## config.mk

```make
export PLATFORM = sky130hd
export DESIGN_NAME = playbus_seq
export DESIGN_NICKNAME = d
export VERILOG_FILES = /design/src/rtl/playbus_seq.sv
export SDC_FILE = /design/constraint.sdc
export NUM_CORES = 1
export LEC_CHECK = 0
export ABC_AREA = 1
export CAP_MARGIN = 15
export CORE_AREA = 2 2 52 54
export CTS_CLUSTER_DIAMETER = 30
export CTS_CLUSTER_SIZE = 10
export DETAILED_ROUTE_END_ITERATION = 10
export DIE_AREA = 0 0 54 56
export PLACE_DENSITY = 0.64
export SLEW_MARGIN = 5
export SYNTH_ARGS = -nofsm -noshare
export SYNTH_HDL_FRONTEND = slang
export SYNTH_SLANG_ARGS = --single-unit
```

## constraint.sdc

```tcl
create_clock -name CK2HZ -period 1.95 [get_ports CK2HZ]
set_clock_uncertainty 0.2 [all_clocks]
set_input_delay 0.2925 -clock CK2HZ [delete_from_list [all_inputs] [get_ports CK2HZ]]
set_output_delay 0.2925 -clock CK2HZ [all_outputs]
set_load 0.02 [all_outputs]
```

## src/rtl/playbus_seq.sv

```systemverilog
// playbus_seq: PlayBus controller.
// In IDLE it drives one static source onto the bus. Functions 3..7 run a timed
// source->sink transfer: SETUP -> WRITE -> HOLD -> WAIT_REL.
// Burst mode repeats the transfer over consecutive RAM addresses.
module playbus_seq #(
    parameter int ADDR_W    = 4,
    parameter int SETUP_CYC = 1,
    parameter int WR_CYC    = 1,
    parameter int HOLD_CYC  = 1
) (
    input  logic              CK2HZ,
    input  logic              CLR,
    input  logic              GO,
    input  logic [2:0]        FUNC,
    input  logic [ADDR_W-1:0] ADD,
    input  logic              BURST,
    output logic [ADDR_W-1:0] BUS_ADD,
    output logic              n_ROMO,
    output logic              n_RAMO,
    output logic              n_SWBEN,
    output logic              n_RAMW,
    output logic              LEDLTCH,
    output logic              BUSY,
    output logic              DONE,
    output logic [2:0]        St
);

    typedef enum logic [2:0] {
        IDLE     = 3'd0,
        SETUP    = 3'd1,
        WRITE    = 3'd2,
        HOLD     = 3'd3,
        WAIT_REL = 3'd4
    } state_t;

    // Dwell counter only needs to reach the longest phase minus one.
    localparam int MAX_A   = (SETUP_CYC > WR_CYC) ? SETUP_CYC : WR_CYC;
    localparam int MAX_CYC = (MAX_A > HOLD_CYC) ? MAX_A : HOLD_CYC;
    localparam int CNT_W   = (MAX_CYC > 1) ? $clog2(MAX_CYC) : 1;

    localparam logic [CNT_W-1:0]  SETUP_LAST = CNT_W'(SETUP_CYC - 1);
    localparam logic [CNT_W-1:0]  WR_LAST    = CNT_W'(WR_CYC - 1);
    localparam logic [CNT_W-1:0]  HOLD_LAST  = CNT_W'(HOLD_CYC - 1);
    localparam logic [CNT_W-1:0]  CNT_ONE    = CNT_W'(1);
    localparam logic [ADDR_W-1:0] ADDR_MAX   = {ADDR_W{1'b1}};
    localparam logic [ADDR_W-1:0] ADDR_ONE   = ADDR_W'(1);

    state_t            state_r;
    state_t            state_nx_s;
    logic              go_q_r;
    logic [2:0]        func_q_r;
    logic [ADDR_W-1:0] addr_q_r;
    logic              burst_q_r;
    logic [CNT_W-1:0]  cnt_r;
    logic              n_ramw_r;
    logic              ledltch_r;
    logic              done_r;

    logic              start_s;
    logic              advance_s;
    logic              sink_ram_s;
    logic              sink_led_s;
    logic              src_on_s;
    logic              dwell_s;

    // Next-state decode: start detection, phase dwell and burst continuation.
    always_comb begin
        state_nx_s = state_r;
        start_s    = 1'b0;
        advance_s  = 1'b0;
        case (state_r)
            IDLE: begin
                if (GO && !go_q_r && (FUNC >= 3'd3)) begin
                    start_s    = 1'b1;
                    state_nx_s = SETUP;
                end else begin
                    state_nx_s = IDLE;
                end
            end
            SETUP: begin
                if (cnt_r == SETUP_LAST) begin
                    state_nx_s = WRITE;
                end else begin
                    state_nx_s = SETUP;
                end
            end
            WRITE: begin
                if (cnt_r == WR_LAST) begin
                    state_nx_s = HOLD;
                end else begin
                    state_nx_s = WRITE;
                end
            end
            HOLD: begin
                if (cnt_r == HOLD_LAST) begin
                    // Burst stops after the top address; never wraps to zero.
                    if (burst_q_r && (addr_q_r != ADDR_MAX)) begin
                        advance_s  = 1'b1;
                        state_nx_s = SETUP;
                    end else begin
                        state_nx_s = WAIT_REL;
                    end
                end else begin
                    state_nx_s = HOLD;
                end
            end
            WAIT_REL: begin
                if (!GO) begin
                    state_nx_s = IDLE;
                end else begin
                    state_nx_s = WAIT_REL;
                end
            end
            default: begin
                state_nx_s = IDLE;
            end
        endcase
    end

    // Sink selection from the latched function.
    always_comb begin
        sink_ram_s = (func_q_r == 3'd3) || (func_q_r == 3'd4);
        sink_led_s = (func_q_r == 3'd5) || (func_q_r == 3'd6) || (func_q_r == 3'd7);
        src_on_s   = (state_r == SETUP) || (state_r == WRITE) || (state_r == HOLD);
        dwell_s    = (state_nx_s == state_r) && src_on_s;
    end

    // Sequencer state, latched request, dwell counter and registered strobes.
    always_ff @(posedge CK2HZ or posedge CLR) begin
        if (CLR) begin
            state_r   <= IDLE;
            go_q_r    <= 1'b0;
            func_q_r  <= 3'd0;
            addr_q_r  <= '0;
            burst_q_r <= 1'b0;
            cnt_r     <= '0;
            n_ramw_r  <= 1'b1;
            ledltch_r <= 1'b0;
            done_r    <= 1'b0;
        end else begin
            state_r <= state_nx_s;
            go_q_r  <= GO;
            if (dwell_s) begin
                cnt_r <= cnt_r + CNT_ONE;
            end else begin
                cnt_r <= '0;
            end
            if (start_s) begin
                func_q_r  <= FUNC;
                addr_q_r  <= ADD;
                burst_q_r <= BURST & ((FUNC == 3'd3) || (FUNC == 3'd4));
            end else if (advance_s) begin
                addr_q_r  <= addr_q_r + ADDR_ONE;
            end else begin
                addr_q_r  <= addr_q_r;
            end
            // Strobes follow the next state so they move with St.
            n_ramw_r  <= !((state_nx_s == WRITE) && sink_ram_s);
            ledltch_r <= (state_nx_s == WRITE) && sink_led_s;
            done_r    <= (state_r == HOLD) && (state_nx_s == WAIT_REL);
        end
    end

    // Source enables and bus address: static in IDLE, latched while busy.
    always_comb begin
        n_ROMO  = 1'b1;
        n_RAMO  = 1'b1;
        n_SWBEN = 1'b1;
        if (state_r == IDLE) begin
            BUS_ADD = ADD;
            case (FUNC)
                3'd0:    n_ROMO  = 1'b0;
                3'd1:    n_RAMO  = 1'b0;
                3'd2:    n_SWBEN = 1'b0;
                default: n_ROMO  = 1'b1;
            endcase
        end else begin
            BUS_ADD = addr_q_r;
            if (src_on_s) begin
                case (func_q_r)
                    3'd3, 3'd5: n_SWBEN = 1'b0;
                    3'd4, 3'd6: n_ROMO  = 1'b0;
                    3'd7:       n_RAMO  = 1'b0;
                    default:    n_ROMO  = 1'b1;
                endcase
            end else begin
                n_ROMO = 1'b1;
            end
        end
    end

    assign n_RAMW  = n_ramw_r;
    assign LEDLTCH = ledltch_r;
    assign DONE    = done_r;
    assign BUSY    = (state_r != IDLE);
    assign St      = state_r;

endmodule
```

==> flow_summary.yaml, run 1 <==
die:
  floorplan.initialDensity_pct: 38.0
  fp.dieW_um: 54
  die-area_um2: 3020
  die_h_um: 56
  ios: 25
  row_count: 18
  core_area_um2: 2430
clock_network:
  path_clk_slew_ps: 100
  cts_made_buffers: 3
  cts_root_buffer: "clkbuf_4"
  clk_latency_ps: 280
  ctsLongestPathBuffers: 2
  cts.sinks: 16
  ctsHoldBuffers: 0
  cts_htree_levels: 1
  cts_tree: "built"
power_and_ir_drop:
  power_density_nw_per_um2: 1580
  p_sw_share_pct: 44.4
  p_clk_share_pct: 10.1
  vdd_drop_max_mv: 0.942
  combPwrFrac_pct: 63.7
  p_leak_nw: 0.700
  p_total_mw: 2.25
  p_int_mw: 1.25
  seq_power_share_pct: 26.2
  switchingPower_uw: 999
placement:
  dp_hpwl_mm: 1.71
  numPlacedInstances: 195
  io_buffer_count: 24
  place_congestion: 0.870
run_status:
  status: "finished, violations left"
  violations: "negative setup slack"
synthesis:
  netlist-cell-type-count: 20
  synth_cells: 128
  yosys_register_bits: 16
  syn-num-nets: 140
  yosysWarnings: 0
  synthArstFlopShare_pct: 100
  synth_area_um2: 923
  seq_area_frac_synth_pct: 43.5
  synth_common_cells: "nand2_1 (41), dfrtp_1 (15), inv_1 (15)"
  synth_edf_count: 0
  ys.flop_type: "dfrtp_1"
  syn_area_per_cell_um2: 7.21
  netlist.area_leader.share_pct: 40.7
  synth_top_cell_by_area: "dfrtp_1"
  yosysMostFrequentCell: "nand2_1"
  synth_area_leaders: "dfrtp_1 (41%), nand2_1 (17%), inv_1 (6.1%)"
worst_hold_path:
  min_path_type: "in -> async"
drt:
  drt_wl_total_mm: 2.29
  ant_nets: 0
  route.detailed.drc: 0
  routed_via_density: 4.66
  dr_total_vias: 951
  wl_per_cell_um: 11.2
  drtIter0Drc: 14
  drt_pass1_iterations: 4
setup_path:
  critPathCaptureType: "primary output"
  crit_fanout: 5
  worstPathRequired_ps: 1460
  worstPathCellList: "nor2_4, nand2_4, clkinvlp_4, buf_6, a31oi_1, buf_4"
  critPathTopFamily: "buffers and inverters"
  critical_path_arrival_ps: 1470
  crit_buf_inv: 3
  cp_slowest_stage_delay_ps: 420
  slowest_stage: "dfrtp_2"
  crit_type: "reg -> out"
  startpoint_type: "flip-flop"
timing:
  rsz0062_at_grt: "yes"
  finalMaxSlewViolations: 0
  finalSetupViolations: 1
  fin_ws_ps: -11.5
  hold_viol: 0
  fmax_mhz: 510
  layout_min_cycle_time_ps: 1960
  timing.hold.ws_ps: 100
  finalCritPeriodShare_pct: 101
global_route:
  grt-ovfl-total: 0
  groute.usage.overall_pct: 16.6
  antenna_found_initial: 0
  grt_pass1_vias: 904
  grt_pass1_wl_mm: 3.84
  grt_max_degree: 17
cells_and_area:
  diodes: 0
  nFillCells: 245
  drive_gt1_share_pct: 30.5
  instances_no_fill: 204
  area_growth_pct: 53.8
  nets: 187
run:
  drv_cap: 0
## registers in the layout, indices dropped and copies added (netlist names)
| name | cells |
|---|---|
| addr_q_r | 4 |
| St | 3 |
| func_q_r | 3 |
| DONE | 1 |
| LEDLTCH | 1 |
| burst_q_r | 1 |
| cnt_r | 1 |
| go_q_r | 1 |
| n_RAMW | 1 |
## power by group through the flow
stage / sequential (mW) / clock [mW] / combinational (mW)
2_1_floorplan: 0.620 / 0 / 0.636
3_3_place_gp: 0.583 / 0 / 1.20
5_1_grt: 0.612 / 0.250 / 1.58
6_report: 0.589 / 0.226 / 1.43
3_5_place_dp: 0.590 / 0 / 1.22
4_1_cts: 0.584 / 0.232 / 1.21
## cells in the final DEF, fill, tap and decap left out
master,instances
nand2_1,38
buf_4,18
clkdlybuf4s50_1,15
inv_1,14
dfrtp_1,13
nor2_1,12
nand3_1,11
buf_6,7
o21ai_0,4
o21ai_1,4
nor2_4,3
inv_2,3
nor2_2,3
a21oi_1,3
o21ai_2,3
nand2_2,3
clkbuf_4,3
dfrtp_2,2
xor2_1,2
nand2_4,1
nand4_1,1
clkinvlp_4,1
a31oi_1,1
nor3_2,1
a31oi_4,1
ha_1,1
clkbuf_8,1
conb_1,1
dfstp_2,1
clkbuf_2,1
dlymetal6s2s_1,1
buf_2,1
## metal layers
metal  track usage, %  vias to the layer above  part of all wire, %
met1             21.2                      439                   44
li1                 -                      492                    -
met2             28.4                       20                   52
met4             3.21                        0                    0
met3             3.23                        0                  4.3
met5                0                        -                    0
## repair_timing
item	CTS	global route
endpoints found under the setup margin	8	8
buffers inserted	2	3
gates resized for setup	36	29
pin swaps	2	3
hold endpoints to repair	0	0
## worst reg2reg max path, stage by stage, from the launching register on
cell     delay (ps)
dfrtp_2         450
nor2_4          150
nand2_4          70
buf_4           170
nor2_4          210
buf_4           180
nand2_1          50
o21ai_1          70
## kinds of logic (layout without fill, tap and decap cells)
group / Yosys count / in the layout / synth area share (%)
AO/OA/AOI/OAI: 16 / 16 / 8.94
XOR/XNOR: 2 / 2 / 1.90
adder cells (fa/ha/maj): 1 / 1 / 1.35
buffers and inverters: 19 / 65 / 8.54
flip-flops: 16 / 16 / 43.5
other: 1 / 1 / 0.406
AND/OR/NAND/NOR: 73 / 73 / 35.4
## stage by stage
stage               setup slack [ps]  area, um^2  TNS, ps  util, %
finish                         -11.5        1420    -11.5     58.4
global route                   -69.4        1420     -368     58.4
CTS                            -66.3        1330     -177     54.5
detailed placement              -205        1290    -1120     53.2
global placement                -176        1290     -886     53.2
floorplan                        100         923        0        -
## cell type report
class | count | area (um^2) | share of cell area [%]
repair buffers | 43 | 387 | 27.2
flip-flops and latches | 16 | 404 | 28.5
inverters | 18 | 71.3 | 5.02
multi-input cells | 93 | 484 | 34.1
clock buffers | 4 | 36.3 | 2.56
well taps | 30 | 37.5 | 2.64
## final timing paths
path                                                 to                    start  cells past startpoint  slack, ps
worst max register to register  func_q_r[0]$_DFFE_PP0P_          St[0]$_DFF_PP0_                      7        330
worst min register to register  addr_q_r[3]$_DFFE_PP0P_  addr_q_r[3]$_DFFE_PP0P_                      2        330
worst max-delay path                             n_RAMO          St[0]$_DFF_PP0_                      6        -10
worst min-delay path            addr_q_r[2]$_DFFE_PP0P_                      CLR                      3        100
min in group CK2HZ              addr_q_r[3]$_DFFE_PP0P_  addr_q_r[3]$_DFFE_PP0P_                      2        330
max in group asynchronous              n_RAMW$_DFF_PP1_                      CLR                      3       1200
Power figures use the tool's default switching activity.
==> inputs of run 2 (changes only) <==
--- a/config.mk
+++ b/config.mk
@@ -12,6 +12,7 @@
 export CTS_CLUSTER_SIZE = 10
 export DETAILED_ROUTE_END_ITERATION = 10
 export DIE_AREA = 0 0 54 56
+export HOLD_SLACK_MARGIN = 0.08
 export PLACE_DENSITY = 0.64
 export SLEW_MARGIN = 5
 export SYNTH_ARGS = -nofsm -noshare
==> results of run 2 <==
Same layout as run 1: the final DEF is identical, and so are final timing and power.
